[config.mk]
export PLATFORM = sky130hd
export DESIGN_NAME = gc_poll_sequencer
export DESIGN_NICKNAME = d
export VERILOG_FILES = /design/src/rtl/gc_poll_sequencer.sv
export SDC_FILE = /design/constraint.sdc
export NUM_CORES = 1
export LEC_CHECK = 0
export BUFFER_PORTS_ARGS = -buffer_cell sky130_fd_sc_hd__buf_2
export CORE_MARGIN = 2
export CORE_UTILIZATION = 59
export CTS_CLUSTER_DIAMETER = 100
export DETAILED_ROUTE_END_ITERATION = 7
export GPL_TIMING_DRIVEN = 0
export PLACE_DENSITY = 0.79
export SYNTH_ARGS = -nofsm -noshare
export SYNTH_HDL_FRONTEND = slang
export SYNTH_SLANG_ARGS = --single-unit
export TNS_END_PERCENT = 20
[constraint.sdc]
create_clock -name SYSCLK -period 3 [get_ports SYSCLK]
set_input_delay 0.3 -clock SYSCLK [delete_from_list [all_inputs] [get_ports SYSCLK]]
set_output_delay 0.3 -clock SYSCLK [all_outputs]
set_load 0.005 [all_outputs]
[src/rtl/gc_poll_sequencer.sv]
// GameCube controller poll sequencer: sends the 24-bit poll command on the
// open-drain controller bus and collects the 64-bit status response.
//
// state     | meaning
// IDLE      | bus released, waiting for a timer or poll_now request
// TX_LOW    | command bit low phase (3U for '0', 1U for '1')
// TX_HIGH   | command bit high phase (1U for '0', 3U for '1')
// TX_STOP   | 1U low stop pulse after the last command bit
// RX_WAIT   | waiting for the controller's falling edge (timed)
// RX_SAMPLE | 2U after the edge, sample the bit value
// RX_HIGH   | waiting for the line to return high (timed)
// DONE      | publish the status word
// ERR       | response timed out, raise the sticky flag
module gc_poll_sequencer #(
  parameter int CLK_PER_US     = 10,
  parameter int POLL_PERIOD_US = 10000,
  parameter int TIMEOUT_US     = 100
) (
  input  logic        SYSCLK,
  input  logic        NSYSRESET,
  input  logic        enable,
  input  logic        poll_now,
  input  logic        rumble,
  input  logic        data_in,
  output logic        data_oe,
  output logic        busy,
  output logic        status_valid,
  output logic [63:0] status_data,
  output logic        timeout_err,
  input  logic        err_clr
);

  localparam int U        = CLK_PER_US;
  localparam int POLL_CYC = POLL_PERIOD_US * U;
  localparam int TO_CYC   = TIMEOUT_US * U;
  localparam int CNT_MAX  = (3 * U > TO_CYC) ? 3 * U : TO_CYC;
  localparam int CW       = $clog2(CNT_MAX + 1);
  localparam int TW       = $clog2(POLL_CYC + 1);

  localparam logic [CW-1:0] CNT_1U = CW'(U - 1);
  localparam logic [CW-1:0] CNT_2U = CW'(2 * U - 1);
  localparam logic [CW-1:0] CNT_3U = CW'(3 * U - 1);
  localparam logic [CW-1:0] CNT_TO = CW'(TO_CYC - 1);
  localparam logic [TW-1:0] TIMER_LAST = TW'(POLL_CYC - 1);

  typedef enum logic [3:0] {
    IDLE, TX_LOW, TX_HIGH, TX_STOP, RX_WAIT, RX_SAMPLE, RX_HIGH, DONE, ERR
  } state_t;

  state_t        state, state_nxt;
  logic [TW-1:0] timer;
  logic          pending;
  logic [23:0]   cmd;
  logic [23:0]   cmd_new;
  logic [4:0]    bit_idx, bit_nxt;
  logic [CW-1:0] cnt, cnt_nxt;
  logic [6:0]    rx_cnt, rx_cnt_nxt;
  logic [63:0]   shreg;
  logic [2:0]    sync_q;
  logic          rx_line, rx_fall;
  logic          timer_tc, start_req;
  logic          launch, shift_en, done_evt, err_evt, oe_nxt;

  function automatic logic [CW-1:0] low_len(input logic b);
    return b ? CNT_1U : CNT_3U;
  endfunction

  function automatic logic [CW-1:0] high_len(input logic b);
    return b ? CNT_3U : CNT_1U;
  endfunction

  assign cmd_new   = {16'h4003, 7'b0000001, rumble};
  assign rx_line   = sync_q[1];
  assign rx_fall   = sync_q[2] & ~sync_q[1];
  assign timer_tc  = enable && (timer == TIMER_LAST);
  assign start_req = poll_now | timer_tc;
  assign busy      = (state != IDLE);

  // two-flop synchronizer plus one history flop for falling-edge detection
  always_ff @(posedge SYSCLK or negedge NSYSRESET) begin
    if (!NSYSRESET) sync_q <= 3'b111;
    else            sync_q <= {sync_q[1:0], data_in};
  end

  // free-running auto-poll timer, held at zero while disabled
  always_ff @(posedge SYSCLK or negedge NSYSRESET) begin
    if (!NSYSRESET)    timer <= '0;
    else if (!enable)  timer <= '0;
    else if (timer_tc) timer <= '0;
    else               timer <= timer + TW'(1);
  end

  // single-deep request queue for requests arriving mid-transaction
  always_ff @(posedge SYSCLK or negedge NSYSRESET) begin
    if (!NSYSRESET)         pending <= 1'b0;
    else if (state == IDLE) pending <= 1'b0;
    else if (start_req)     pending <= 1'b1;
  end

  // state register
  always_ff @(posedge SYSCLK or negedge NSYSRESET) begin
    if (!NSYSRESET) state <= IDLE;
    else            state <= state_nxt;
  end

  // next-state, phase counter loads and event strobes
  always_comb begin
    state_nxt  = state;
    cnt_nxt    = (cnt != '0) ? cnt - CW'(1) : cnt;
    bit_nxt    = bit_idx;
    rx_cnt_nxt = rx_cnt;
    launch     = 1'b0;
    shift_en   = 1'b0;
    done_evt   = 1'b0;
    err_evt    = 1'b0;
    case (state)
      IDLE: if (start_req || pending) begin
        launch    = 1'b1;
        state_nxt = TX_LOW;
        bit_nxt   = 5'd23;
        cnt_nxt   = low_len(cmd_new[23]);
      end
      TX_LOW: if (cnt == '0) begin
        state_nxt = TX_HIGH;
        cnt_nxt   = high_len(cmd[bit_idx]);
      end
      TX_HIGH: if (cnt == '0) begin
        if (bit_idx == 5'd0) begin
          state_nxt = TX_STOP;
          cnt_nxt   = CNT_1U;
        end else begin
          state_nxt = TX_LOW;
          bit_nxt   = bit_idx - 5'd1;
          cnt_nxt   = low_len(cmd[bit_idx - 5'd1]);
        end
      end
      TX_STOP: if (cnt == '0) begin
        state_nxt  = RX_WAIT;
        cnt_nxt    = CNT_TO;
        rx_cnt_nxt = 7'd0;
      end
      RX_WAIT: begin
        if (rx_fall) begin
          state_nxt = RX_SAMPLE;
          cnt_nxt   = CNT_2U;
        end else if (cnt == '0) begin
          state_nxt = ERR;
        end
      end
      RX_SAMPLE: if (cnt == '0) begin
        shift_en   = 1'b1;
        rx_cnt_nxt = rx_cnt + 7'd1;
        state_nxt  = RX_HIGH;
        cnt_nxt    = CNT_TO;
      end
      RX_HIGH: begin
        if (rx_line) begin
          if (rx_cnt == 7'd64) begin
            state_nxt = DONE;
          end else begin
            state_nxt = RX_WAIT;
            cnt_nxt   = CNT_TO;
          end
        end else if (cnt == '0) begin
          state_nxt = ERR;
        end
      end
      DONE: begin
        done_evt  = 1'b1;
        state_nxt = IDLE;
      end
      ERR: begin
        err_evt   = 1'b1;
        state_nxt = IDLE;
      end
      default: state_nxt = IDLE;
    endcase
    oe_nxt = (state_nxt == TX_LOW) || (state_nxt == TX_STOP);
  end

  // transaction datapath; data_oe is registered so the pad never sees decode glitches
  always_ff @(posedge SYSCLK or negedge NSYSRESET) begin
    if (!NSYSRESET) begin
      cnt     <= '0;
      bit_idx <= 5'd0;
      rx_cnt  <= 7'd0;
      cmd     <= '0;
      shreg   <= '0;
      data_oe <= 1'b0;
    end else begin
      cnt     <= cnt_nxt;
      bit_idx <= bit_nxt;
      rx_cnt  <= rx_cnt_nxt;
      data_oe <= oe_nxt;
      if (launch)   cmd   <= cmd_new;
      if (shift_en) shreg <= {shreg[62:0], rx_line};
    end
  end

  // published status and sticky timeout flag; a new error beats err_clr
  always_ff @(posedge SYSCLK or negedge NSYSRESET) begin
    if (!NSYSRESET) begin
      status_valid <= 1'b0;
      status_data  <= '0;
      timeout_err  <= 1'b0;
    end else begin
      status_valid <= done_evt;
      if (done_evt) status_data <= shreg;
      if (err_evt)      timeout_err <= 1'b1;
      else if (err_clr) timeout_err <= 1'b0;
    end
  end

endmodule

==> results.yml <==
synthesis:
  ys_warn_count: 0
  ys_seq_area_share_pct: 57.15
  synth-edff-count: 0
  synth_area_sq_um: 7888
  ys_top_cells_by_area: "dfrtp_1 (56%), nand2_1 (20%), xor2_1 (1.9%), nor2_1 (1.8%), clkbuf_1 (1.2%)"
  ys_ff_latch: 180
  synthArstFlopShare_pct: 100.0
  post-synth-top-count-cell: "nand2_1"
  synth_top_area_share_pct: 56.15
  syn_avg_cell_area_sq_um: 8.913
  synthCells: 885
  synth.distinct_cells: 70
  synthTopCellsByCount: "nand2_1 (412), dfrtp_1 (177), nor2_1 (37)"
  yosysTopAreaCell: "dfrtp_1"
  synth_nets: 899
  synthFlopType: "dfrtp_1"
global_route:
  top_usage_layer: "met2"
  grt_pass1_wl_mm: 28.05
  grt_util_met2_pct: 37.61
  antenna_found_initial: 0
  grt.overflow.total: 0
  grt_max_degree: 102
  met3_usage_pct: 4.610
  use_met1_pct: 34.19
  grtUsageTotal_pct: 24.31
  grt_pass1_vias: 6027
setup_path:
  regToRegSetupSlack_ns: 0.28
  worstSetupPathType: "reg -> reg"
  worstPathArrival_ns: 3.00
  crit_required_ns: 3.28
  end_kind: "register"
  start_kind: "register"
  cp_max_fo: 7
power_and_ir_drop:
  cellPowerDensity_nw_per_um2: 515.0
  clkPwrFrac_pct: 46.6
  power_frac_comb_pct: 1.4
  p_int_w: 0.003723
  leakage_nw: 4.955
  switchingPower_w: 0.0009723
  switching_share_pct: 20.71
  power_frac_seq_pct: 52.0
  irDropWorstVdd_mv: 0.3792
final_layout:
  stdcell_count: 1169
  seq_area_sq_um: 4508
  fin_nets: 995
  area_delta_synth_final_pct: 15.58
  layout-drive-gt1-share_pct: 14.20
  diodes: 0
  num-fill-cells: 1041
  multi_input_area_sq_um: 3089
route:
  avgRoutedWirePerCell_microns: 13.95
  drt_iter0_markers: 524
  dr.pass1.iters: 4
  ant_nets: 0
  viasPerCell: 5.404
  wl_mm: 16.31
  vias: 6317
  drc: 0
placement:
  dp.final_hpwl_mm: 10.59
  place_inst: 1136
  gp_routability_congestion: 0.9115
  port_buffers: 74
clock_network:
  clk_latency_ns: 0.42
  cts_root_buffer: "clkbuf_16"
  clk_pin_slew_worst_paths_ns: 0.06
  cts-buffers-inserted: 17
  postCtsSetupBuffers: 0
  clock_path_buffers: 2
  clock-sinks: 180
  cts_tree: "built"
  cts_max_level: 4
timing:
  hold_viol: 0
  fin_skew_ns: 0.01017
  rsz0062_at_grt: "no"
  fin_setup_tns_ns: 0
  clock.fmax_ghz: 0.3677
  period_needed_ns: 2.719
  slew_violations: 0
  setup_viol: 0
  worst_slew_pin_slew_ns: 1.237
  slew_headroom_pct: 16.85
  fin_crit_sh_pct: 90.64
floorplan:
  fp.dieH_microns: 119.6
  start_util_pct: 60.04
  row_count: 42
  die_w_microns: 119.6
  die_area_sq_um: 14310
  core_region_area_sq_um: 13140
  io_pins: 75
outcome:
  status: "finished, final reports clean"
hold_path:
  hold_class: "in -> reg"
run:
  max-cap-violations: 0
==> sequential cells by signal, summed over array words and instances (netlist names) <==
| register | flops |
|---|---|
| shreg | 64 |
| status_data | 64 |
| timer | 17 |
| cnt | 10 |
| rx_cnt | 7 |
| bit_idx | 5 |
| state | 4 |
| sync_q | 3 |
| cmd | 2 |
| data_oe | 1 |
| pending | 1 |
| status_valid | 1 |
| timeout_err | 1 |
==> cell type report <==
class                           count  area share, %
Clock inverter                     10          1.318
Clock buffer                       21          5.051
Tap cell                          176          2.416
Buffer                             44          2.470
Sequential cell                   180          49.45
Multi-Input combinational cell    644          33.89
Inverter                           17         0.7137
Timing Repair Buffer               77          4.694
==> metal layers <==
metal,wire length [microns],vias to the layer above,part of all wire (%)
met1,7469,3080,46
met2,7746,168,48
met3,781,25,4.8
met5,0,-,0
li1,-,3044,-
met4,308,0,1.9
==> layout by cell type (no fill, tap or decap), drive strengths merged, types with 3 or more instances in the layout <==
cell type	instances
xor2	17
ha	7
nor4	5
a21oi	17
mux2	3
clkbuf	49
buf	91
o21ai	25
o31ai	4
nor2b	5
nand2b	7
nand4	6
xnor2	3
and3	10
nor2	37
inv	20
nor3	15
nand2	413
dfrtp	177
clkinv	3
o22ai	5
or3	5
nand3	12
mux2i	3
and2	8
a31oi	4
dfstp	3
==> critical path: stages, from the launching register on <==
cell and delay [ns]:
dfrtp_1 0.41, ha_1 0.25, and4_1 0.25, nand3_1 0.12, nor2_1 0.08, o31ai_1 0.98, a31oi_1 0.25, nor3b_1 0.25
==> what timing repair did <==
item                      4_1_cts  5_1_grt
hold endpoints to repair       80        0
resized for setup               0        0
hold buffers                    2        0
==> stage by stage <==
step           area, sq um  utilization (%)  total power (W)  setup WS [ns]  hold WS (ns)
2_1_floorplan         7888                -         0.002492         0.9257      0.004409
3_3_place_gp          8478            64.53         0.002548         -1.170        0.3468
3_5_place_dp          8516            64.82         0.002553         0.4202        0.3160
4_1_cts               9116            69.39         0.004729         0.3678        0.1008
5_1_grt               9116            69.39         0.004845         0.1178        0.1181
6_report              9116            69.39         0.004695         0.2807        0.1168
==> power by group through the flow <==
stage / registers (W) / clock network (W) / logic [W]
2_1_floorplan: 0.00248 / 0 / 0.00000913
3_3_place_gp: 0.00248 / 0 / 0.0000632
3_5_place_dp: 0.00248 / 0 / 0.0000691
4_1_cts: 0.00244 / 0.00222 / 0.0000711
5_1_grt: 0.00244 / 0.00233 / 0.0000806
6_report: 0.00244 / 0.00219 / 0.0000673
==> logic make-up after synthesis <==
family,count (synthesis),synth area share [%]
and+or+nand+nor,536,28.95
DFF,180,57.15
AOI/OAI and AO/OA,75,6.076
buffers and inverters,61,3.680
xor gates and xnor gates,20,2.221
adders and majority gates,7,1.110
muxes,6,0.8090
==> worst paths after layout <==
kind,startpoint,endpoint,cells after the start
min in group asynchronous,NSYSRESET,timer[1],2
worst min-delay path,rumble,cmd[0],2
worst max-delay path,timer[0],data_oe,7
worst max register to register,timer[0],data_oe,7
max in group asynchronous,NSYSRESET,shreg[53],3
worst min register to register,sync_q[0],sync_q[1],0
Power figures use the tool's default switching activity.
